### src/rtl/imm_gen_pipe.sv
// imm_gen_pipe: pipelined immediate generator for the decode stage.
// Decodes a raw instruction plus format select into an XLEN immediate, one
// cycle after acceptance, behind a valid/ready handshake with an optional
// skid entry so backpressure does not cost throughput.
// Optional feature macro: RVC_IMM_EN (adds the rvc port and compressed formats).
// Ports:
//   clk, reset           rising-edge clock, synchronous active-high reset
//   flush                drop held entries; refuse the offered entry this cycle
//   in_valid, in_ready   input handshake (instr, immsrc[, rvc])
//   instr, immsrc        raw instruction and immediate format select
//   rvc                  compressed-format select (RVC_IMM_EN only)
//   out_valid, out_ready output handshake (immext, illegal)
//   immext, illegal      extended immediate and reserved-format flag
module imm_gen_pipe #(
  parameter int unsigned XLEN    = 32,
  parameter bit          SKID_EN = 1'b1
) (
  input  logic            clk,
  input  logic            reset,
  input  logic            flush,
  input  logic            in_valid,
  output logic            in_ready,
  input  logic [31:0]     instr,
  input  logic [2:0]      immsrc,
`ifdef RVC_IMM_EN
  input  logic            rvc,
`endif
  output logic            out_valid,
  input  logic            out_ready,
  output logic [XLEN-1:0] immext,
  output logic            illegal
);

  logic [63:0]     imm64_c;
  logic [XLEN-1:0] imm_c;
  logic            ill_c;
  logic            skid_valid;
  logic [XLEN-1:0] skid_imm;
  logic            skid_ill;
  logic            accept;
  logic            drain;
  logic            unused_bits;

  // Decode at 64 bits and truncate, so one table serves both XLEN values.
  always_comb begin
    imm64_c = '0;
    ill_c   = 1'b0;
`ifdef RVC_IMM_EN
    if (rvc) begin
      case (immsrc)
        3'b000: imm64_c = {{58{instr[12]}}, instr[12], instr[6:2]};
        3'b001: imm64_c = {{52{instr[12]}}, instr[12], instr[8], instr[10:9], instr[6],
                           instr[7], instr[2], instr[11], instr[5:3], 1'b0};
        3'b010: imm64_c = {{55{instr[12]}}, instr[12], instr[6:5], instr[2],
                           instr[11:10], instr[4:3], 1'b0};
        3'b011: imm64_c = {54'b0, instr[10:7], instr[12:11], instr[5], instr[6], 2'b00};
        3'b100: imm64_c = {57'b0, instr[5], instr[12:10], instr[6], 2'b00};
        3'b101: imm64_c = {{46{instr[12]}}, instr[12], instr[6:2], 12'b0};
        default: ill_c  = 1'b1;
      endcase
    end else
`endif
    begin
      case (immsrc)
        3'b000: imm64_c = {{52{instr[31]}}, instr[31:20]};
        3'b001: imm64_c = {{52{instr[31]}}, instr[31:25], instr[11:7]};
        3'b010: imm64_c = {{52{instr[31]}}, instr[7], instr[30:25], instr[11:8], 1'b0};
        3'b011: imm64_c = {{44{instr[31]}}, instr[19:12], instr[20], instr[30:21], 1'b0};
        3'b100: imm64_c = {{32{instr[31]}}, instr[31:12], 12'b0};
        3'b101: imm64_c = {59'b0, instr[19:15]};
        3'b110: imm64_c = (XLEN == 64) ? {58'b0, instr[25:20]} : {59'b0, instr[24:20]};
        default: ill_c  = 1'b1;
      endcase
    end
  end

  assign imm_c = imm64_c[XLEN-1:0];

  // Opcode bits and the truncated upper half are legitimately unused in some builds.
  assign unused_bits = ^{instr[6:0], imm64_c[63:32]};

  // Ready depends on held state only (plus flush refusal) when the skid is present.
  assign in_ready = (SKID_EN ? !skid_valid : (!out_valid || out_ready)) && !flush;
  assign accept   = in_valid && in_ready;
  assign drain    = out_valid && out_ready;

  // Main/skid buffer: main refills from skid first to keep FIFO order.
  always_ff @(posedge clk) begin
    if (reset) begin
      out_valid  <= 1'b0;
      immext     <= '0;
      illegal    <= 1'b0;
      skid_valid <= 1'b0;
      skid_imm   <= '0;
      skid_ill   <= 1'b0;
    end else if (flush) begin
      out_valid  <= 1'b0;
      skid_valid <= 1'b0;
    end else if (!out_valid || drain) begin
      if (skid_valid) begin
        immext     <= skid_imm;
        illegal    <= skid_ill;
        out_valid  <= 1'b1;
        skid_valid <= 1'b0;
      end else if (accept) begin
        immext    <= imm_c;
        illegal   <= ill_c;
        out_valid <= 1'b1;
      end else begin
        out_valid <= 1'b0;
      end
    end else if (accept) begin
      skid_imm   <= imm_c;
      skid_ill   <= ill_c;
      skid_valid <= 1'b1;
    end
  end

endmodule

### config.mk
export PLATFORM = sky130hd
export DESIGN_NAME = imm_gen_pipe
export DESIGN_NICKNAME = d
export VERILOG_FILES = /design/src/rtl/imm_gen_pipe.sv
export SDC_FILE = /design/constraint.sdc
export NUM_CORES = 1
export LEC_CHECK = 0
export BUFFER_PORTS_ARGS = -buffer_cell sky130_fd_sc_hd__buf_2
export CAP_MARGIN = 30
export CORE_MARGIN = 2
export CORE_UTILIZATION = 50
export DETAILED_ROUTE_END_ITERATION = 10
export GPL_TIMING_DRIVEN = 0
export PLACE_DENSITY_LB_ADDON = 0.1
export REMOVE_ABC_BUFFERS = 1
export SLEW_MARGIN = 20
export SYNTH_ARGS = -nofsm -noshare
export SYNTH_HDL_FRONTEND = slang
export SYNTH_SLANG_ARGS = --single-unit
### constraint.sdc
create_clock -name clk -period 1.9 [get_ports clk]
set_input_delay 0.285 -clock clk [delete_from_list [all_inputs] [get_ports clk]]
set_output_delay 0.285 -clock clk [all_outputs]
set_load 0.1 [all_outputs]
==> results of run 1 <==
cell type report:
class                           count  area (sq um)
Clock inverter                      2          35.0
Multi-Input combinational cell    268          1790
Clock buffer                       13           149
Fill cell                         586          2400
Sequential cell                    68          1370
Inverter                            1          3.75
Tap cell                           77          96.3
Timing Repair Buffer               77           510
cells in the mapped netlist:
master     n  area share
nor2_2     1      0.0019
dfxtp_1   68        0.41
nor2b_1   16       0.030
and3_1     1      0.0019
o21ai_0    1      0.0015
or3_1      2      0.0038
mux2_2     5       0.017
and2_1     2      0.0038
clkbuf_1  23       0.026
buf_4      2      0.0046
nand4b_1  13       0.035
nand3b_1  24       0.055
a21oi_1   42       0.064
o41ai_1    5       0.013
nand3_1    2      0.0030
a211oi_1  33       0.075
buf_2      7       0.011
o21bai_1   1      0.0023
nor3_1    10       0.015
nor3b_1    8       0.018
xor2_1     1      0.0027
or3_4      1      0.0034
nor2_1    41       0.047
buf_1      7      0.0080
o22a_1     7       0.019
nand2_1   16       0.018
a22oi_1    5       0.011
a211o_1    6       0.016
nand2b_1   2      0.0038
o211ai_1   3      0.0068
inv_1      1      0.0011
a22o_1     1      0.0027
o211ai_2  10       0.038
o311a_1    1      0.0030
mux2i_1    6       0.018
nor4_1     1      0.0019
buf_6      1      0.0034
worst paths after layout:
check,slack [ns],cells after the start,start,end
worst max-delay path,0.07,6,skid_valid,immext[14]
worst min-delay path,0.17,2,flush,skid_valid
worst max register to register,0.07,6,skid_valid,immext[14]
worst min register to register,0.45,2,immext[26],immext[26]
report_power, final:
part           switching [mW]  total [mW]  internal [mW]
sequential             0.0211        1.49           1.47
combinational           0.485       0.663          0.178
clock                   0.527        1.16          0.635
total                    1.03        3.31           2.28
layout by cell type, fill, tap and decap left out, types with 5 or more instances in the layout:
cell type / instances
a211o_1: 6
a211oi_1: 33
a21oi_1: 42
a22oi_1: 5
buf_2: 65
buf_4: 6
clkbuf_8: 10
dfxtp_1: 67
mux2_2: 5
mux2i_1: 6
nand2_1: 16
nand3b_1: 24
nand4b_1: 13
nor2_1: 41
nor2b_1: 15
nor3_1: 9
nor3b_1: 7
o211ai_2: 10
o22a_1: 7
o41ai_1: 5
repair_timing:
item | 4_1_cts | 5_1_grt
gates cloned | 3 | 0
endpoints found under the setup margin | 31 | 26
hold buffers | 0 | 0
pin swaps | 3 | 4
resized for setup | 3 | 2
setup buffers | 2 | 0
worst max-delay path, cell delays in order, from the launching register on:
cell and delay, ns:
dfxtp_4 0.37, buf_12 0.13, nor2_2 0.06, or3_4 0.40, buf_16 0.18, or3_4 0.41, o211ai_2 0.20
registers in the layout, indices dropped and copies added, names as in the netlist:
| signal | flops |
|---|---|
| illegal | 1 |
| skid_valid | 1 |
| out_valid | 1 |
| skid_ill | 1 |
| immext | 32 |
| skid_imm | 32 |
logic make-up (layout without fill, tap and decap cells):
group | count (synthesis) | count (layout) | share of synthesized area
xor gates and xnor gates | 1 | 1 | 0.00266
and+or+nand+nor | 140 | 141 | 0.242
AOI/OAI and AO/OA | 115 | 115 | 0.253
buffers and inverters | 41 | 93 | 0.0540
DFF | 68 | 68 | 0.414
muxes | 11 | 11 | 0.0353
layer usage:
metal	vias to the layer above	track usage	share of wire
li1	1489	-	-
met1	1435	0.332	0.47
met2	83	0.369	0.45
met3	18	0.0535	0.053
met4	0	0.0895	0.021
met5	-	0	0
==> results.cfg, run 1 <==
[outcome]
run_status = finished, final reports clean

[critical_path]
end_kind = flop
cp_max_fo = 27
crit_type = reg2reg
cp.required_ns = 2.17
cp-start-kind = flop
critical_path_arrival_ns = 2.11

[place]
dp_hpwl_um = 5040
gp_congestion = 0.770
pre_cts_ws_ns = -0.513
port_buffers = 67
place_area_sq_um = 3660
post-place-cells = 486

[floorplan]
core_sq_um = 6350
dieArea_sq_um = 7250
die_w_um = 85.1
start_util = 0.518
ios = 75
row_count = 29
die_h_um = 85.1

[synthesis]
syn_inst = 376
ys_ff_latch = 68
synth_cell_types = 37
yosys_warnings = 0
avgSynthCellArea_sq_um = 8.76
synthesis.area_sq_um = 3290
synth_seq_area_share = 0.414

[timing]
worst_pin_slew_ns = 0.845
finalCritPeriodShare = 0.964
skew_ns = 0.00622
relSlewSlack = 0.434
final.setup.tns_ns = 0
fmax_mhz = 546
period_minus_slack_ns = 1.83
fin_ws_ns = 0.0691
slew_viol_final = 0
setup_violations = 0
hold_viol = 0
fin_hold_ws_ns = 0.167
rsz0062_at_grt = false

[pwr]
power_density_nw_per_um2 = 840
power.leakage_nw = 1.49
ir_worst_vdd_mv = 0.508
power.total_mw = 3.31

[global_route]
grt_use_total = 0.241
grt_pass1_wl_um = 14000
grt_pass1_vias = 2901
antenna_found_initial = 0
grt_max_degree = 89
grt_overflow = 0

[layout]
layout-drive-gt1-share = 0.263
final_util = 0.621
synthToLayoutAreaGrowth_pct = 19.9
final_cells = 506
nets = 465
fin_area_sq_um = 3950
n_antenna_cell = 0

[clocking]
cts_root_buf = clkbuf_8
cts_num_sinks = 68
path_clk_slew_ns = 0.07
clk_latency_ns = 0.35
cts.htree.levels = 3
clockBufferDepth = 2
cts_tree = done
cts_buffers = 9

[detailed_routing]
drt_iter0_drc = 163
vias_per_cell = 5.98
ant_nets = 0
drc = 0
drtPass1Iterations = 4
post_drt_wl_per_cell_um = 16.7
routed_wl_um = 8450
vias = 3025

[flow_run]
drv_cap = 0

[min_path]
min_path_type = in2reg
No activity file was read; power rests on OpenSTA's default activity.
==> inputs of run 2 (changes only) <==
--- a/config.mk
+++ b/config.mk
@@ -8,7 +8,7 @@
 export BUFFER_PORTS_ARGS = -buffer_cell sky130_fd_sc_hd__buf_2
 export CAP_MARGIN = 30
 export CORE_MARGIN = 2
-export CORE_UTILIZATION = 50
+export CORE_UTILIZATION = 49
 export DETAILED_ROUTE_END_ITERATION = 10
 export GPL_TIMING_DRIVEN = 0
 export PLACE_DENSITY_LB_ADDON = 0.1
==> constraint.sdc (replaced) <==
create_clock -name clk -period 1.5 [get_ports clk]
set_input_delay 0.225 -clock clk [delete_from_list [all_inputs] [get_ports clk]]
set_output_delay 0.225 -clock clk [all_outputs]
set_load 0.1 [all_outputs]
==> run 2 against run 1 <==
  * The flow now finishes with violations (negative setup slack)
  * Die area up 1.9%
  * Critical path type unchanged
  * Cell area is 7.7% higher
  * Maximum frequency grew 11%
  * Critical path depth increased by 1
  * Sequential power increased by 26%
==> results.cfg, run 2 (synthesis results as in run 1) <==
[timing]
hold_viol = 0
fin_ws_ns = -0.152
setup_violations = 56
fmax_mhz = 605
worst_pin_slew_ns = 0.846
skew_ns = 0.0120
relSlewSlack = 0.436
finalCritPeriodShare = 1.10
fin_hold_ws_ns = 0.139
period_minus_slack_ns = 1.65
rsz0062_at_grt = true
slew_viol_final = 0

[floorplan]
ios = 75
row_count = 29
die_h_um = 86.0
dieArea_sq_um = 7390
start_util = 0.513
die_w_um = 86.0
core_sq_um = 6420

[pwr]
ir_worst_vdd_mv = 0.552
power_density_nw_per_um2 = 1030
power.leakage_nw = 1.64
power.total_mw = 4.38

[global_route]
antenna_found_initial = 0
grt_max_degree = 89
grt_use_total = 0.247
grt_pass1_wl_um = 14400
grt_pass1_vias = 2860
grt_overflow = 0

[outcome]
run_status = complete, but fails checks
violations = negative setup slack

[clocking]
cts.htree.levels = 3
cts_tree = done
cts_hold_buf = 0
cts_num_sinks = 68
cts_root_buf = clkbuf_8
clockBufferDepth = 2
clk_latency_ns = 0.35
cts_buffers = 9
path_clk_slew_ns = 0.08

[detailed_routing]
post_drt_wl_per_cell_um = 17.5
drtPass1Iterations = 4
vias_per_cell = 5.91
ant_nets = 0
routed_wl_um = 9090
drc = 0
vias = 3071
drt_iter0_drc = 239

[layout]
synthToLayoutAreaGrowth_pct = 29.1
final_cell_mix = dfxtp_1 (67), buf_2 (64), a21oi_1 (40), nor2_1 (40), a211oi_1 (25)
multiInputGateArea_sq_um = 1940
n_antenna_cell = 0
layout_commonest_cell = dfxtp_1
reg_top3 = immext: 32 flops, skid_imm: 32 flops
final_cells = 520
seq_area_sq_um = 1370
n_fill_cell = 538
nets = 478
final_util = 0.662
layout-drive-gt1-share = 0.332

[flow_run]
drv_cap = 0

[critical_path]
cp-start-kind = flop
critical_path_arrival_ns = 1.93
cp.required_ns = 1.78
end_kind = flop
cp_max_fo = 8
crit_type = reg2reg

[place]
gp_congestion = 0.788
post-place-cells = 486
port_buffers = 67
dp_hpwl_um = 5220

[min_path]
min_path_type = in2reg
[run 2: what timing repair did]
action	in CTS	in global routing
gates cloned	4	1
pin swaps	30	13
resized for setup	29	12
setup endpoints to repair	67	67
setup buffers	12	2
[run 2: critical path, stage by stage (launching register included)]
cell and delay [ns]:
dfxtp_4 0.37, buf_12 0.10, nor2_4 0.03, or3_4 0.43
buf_12 0.16, buf_16 0.13, a211o_1 0.24, a21oi_2 0.11
[run 2: through the flow]
stage          TNS, ns  setup slack (ns)  instance area, sq um
2_1_floorplan  -109.70             -2.28                  3120
3_3_place_gp   -131.55             -2.88                  3550
3_5_place_dp    -33.33            -0.773                  3670
4_1_cts          -6.21            -0.185                  4200
5_1_grt          -9.01            -0.217                  4250
6_report         -4.16            -0.152                  4250
[run 2: path summary, 6_finish.rpt]
check / from / to / slack (ns) / cells past startpoint
max: skid_valid / immext[26] / -0.15 / 7
min: flush / skid_valid / 0.14 / 2
max reg2reg: skid_valid / immext[26] / -0.15 / 7
min reg2reg: immext[25] / immext[25] / 0.45 / 2
[run 2: routing by layer]
layer,vias to the layer above,GRT usage,wire length (um)
met5,-,0,0
met4,0,0.0895,108
met3,10,0.0385,497
met2,85,0.374,4180
met1,1463,0.355,4300
li1,1513,-,-
[run 2: cell type report]
type	instances	area share
clock buffers	13	0.0374
clock inverters	3	0.0106
inverters	1	0.000883
multi-input cells	269	0.456
flip-flops and latches	68	0.321
well taps	77	0.0227
repair buffers	89	0.152
[run 2: power by group]
part	internal (mW)	leakage (nW)	switching, mW
registers	1.86	0.553	0.0273
logic	0.276	0.987	0.652
clock network	0.861	0.0959	0.709
total	2.99	1.64	1.39
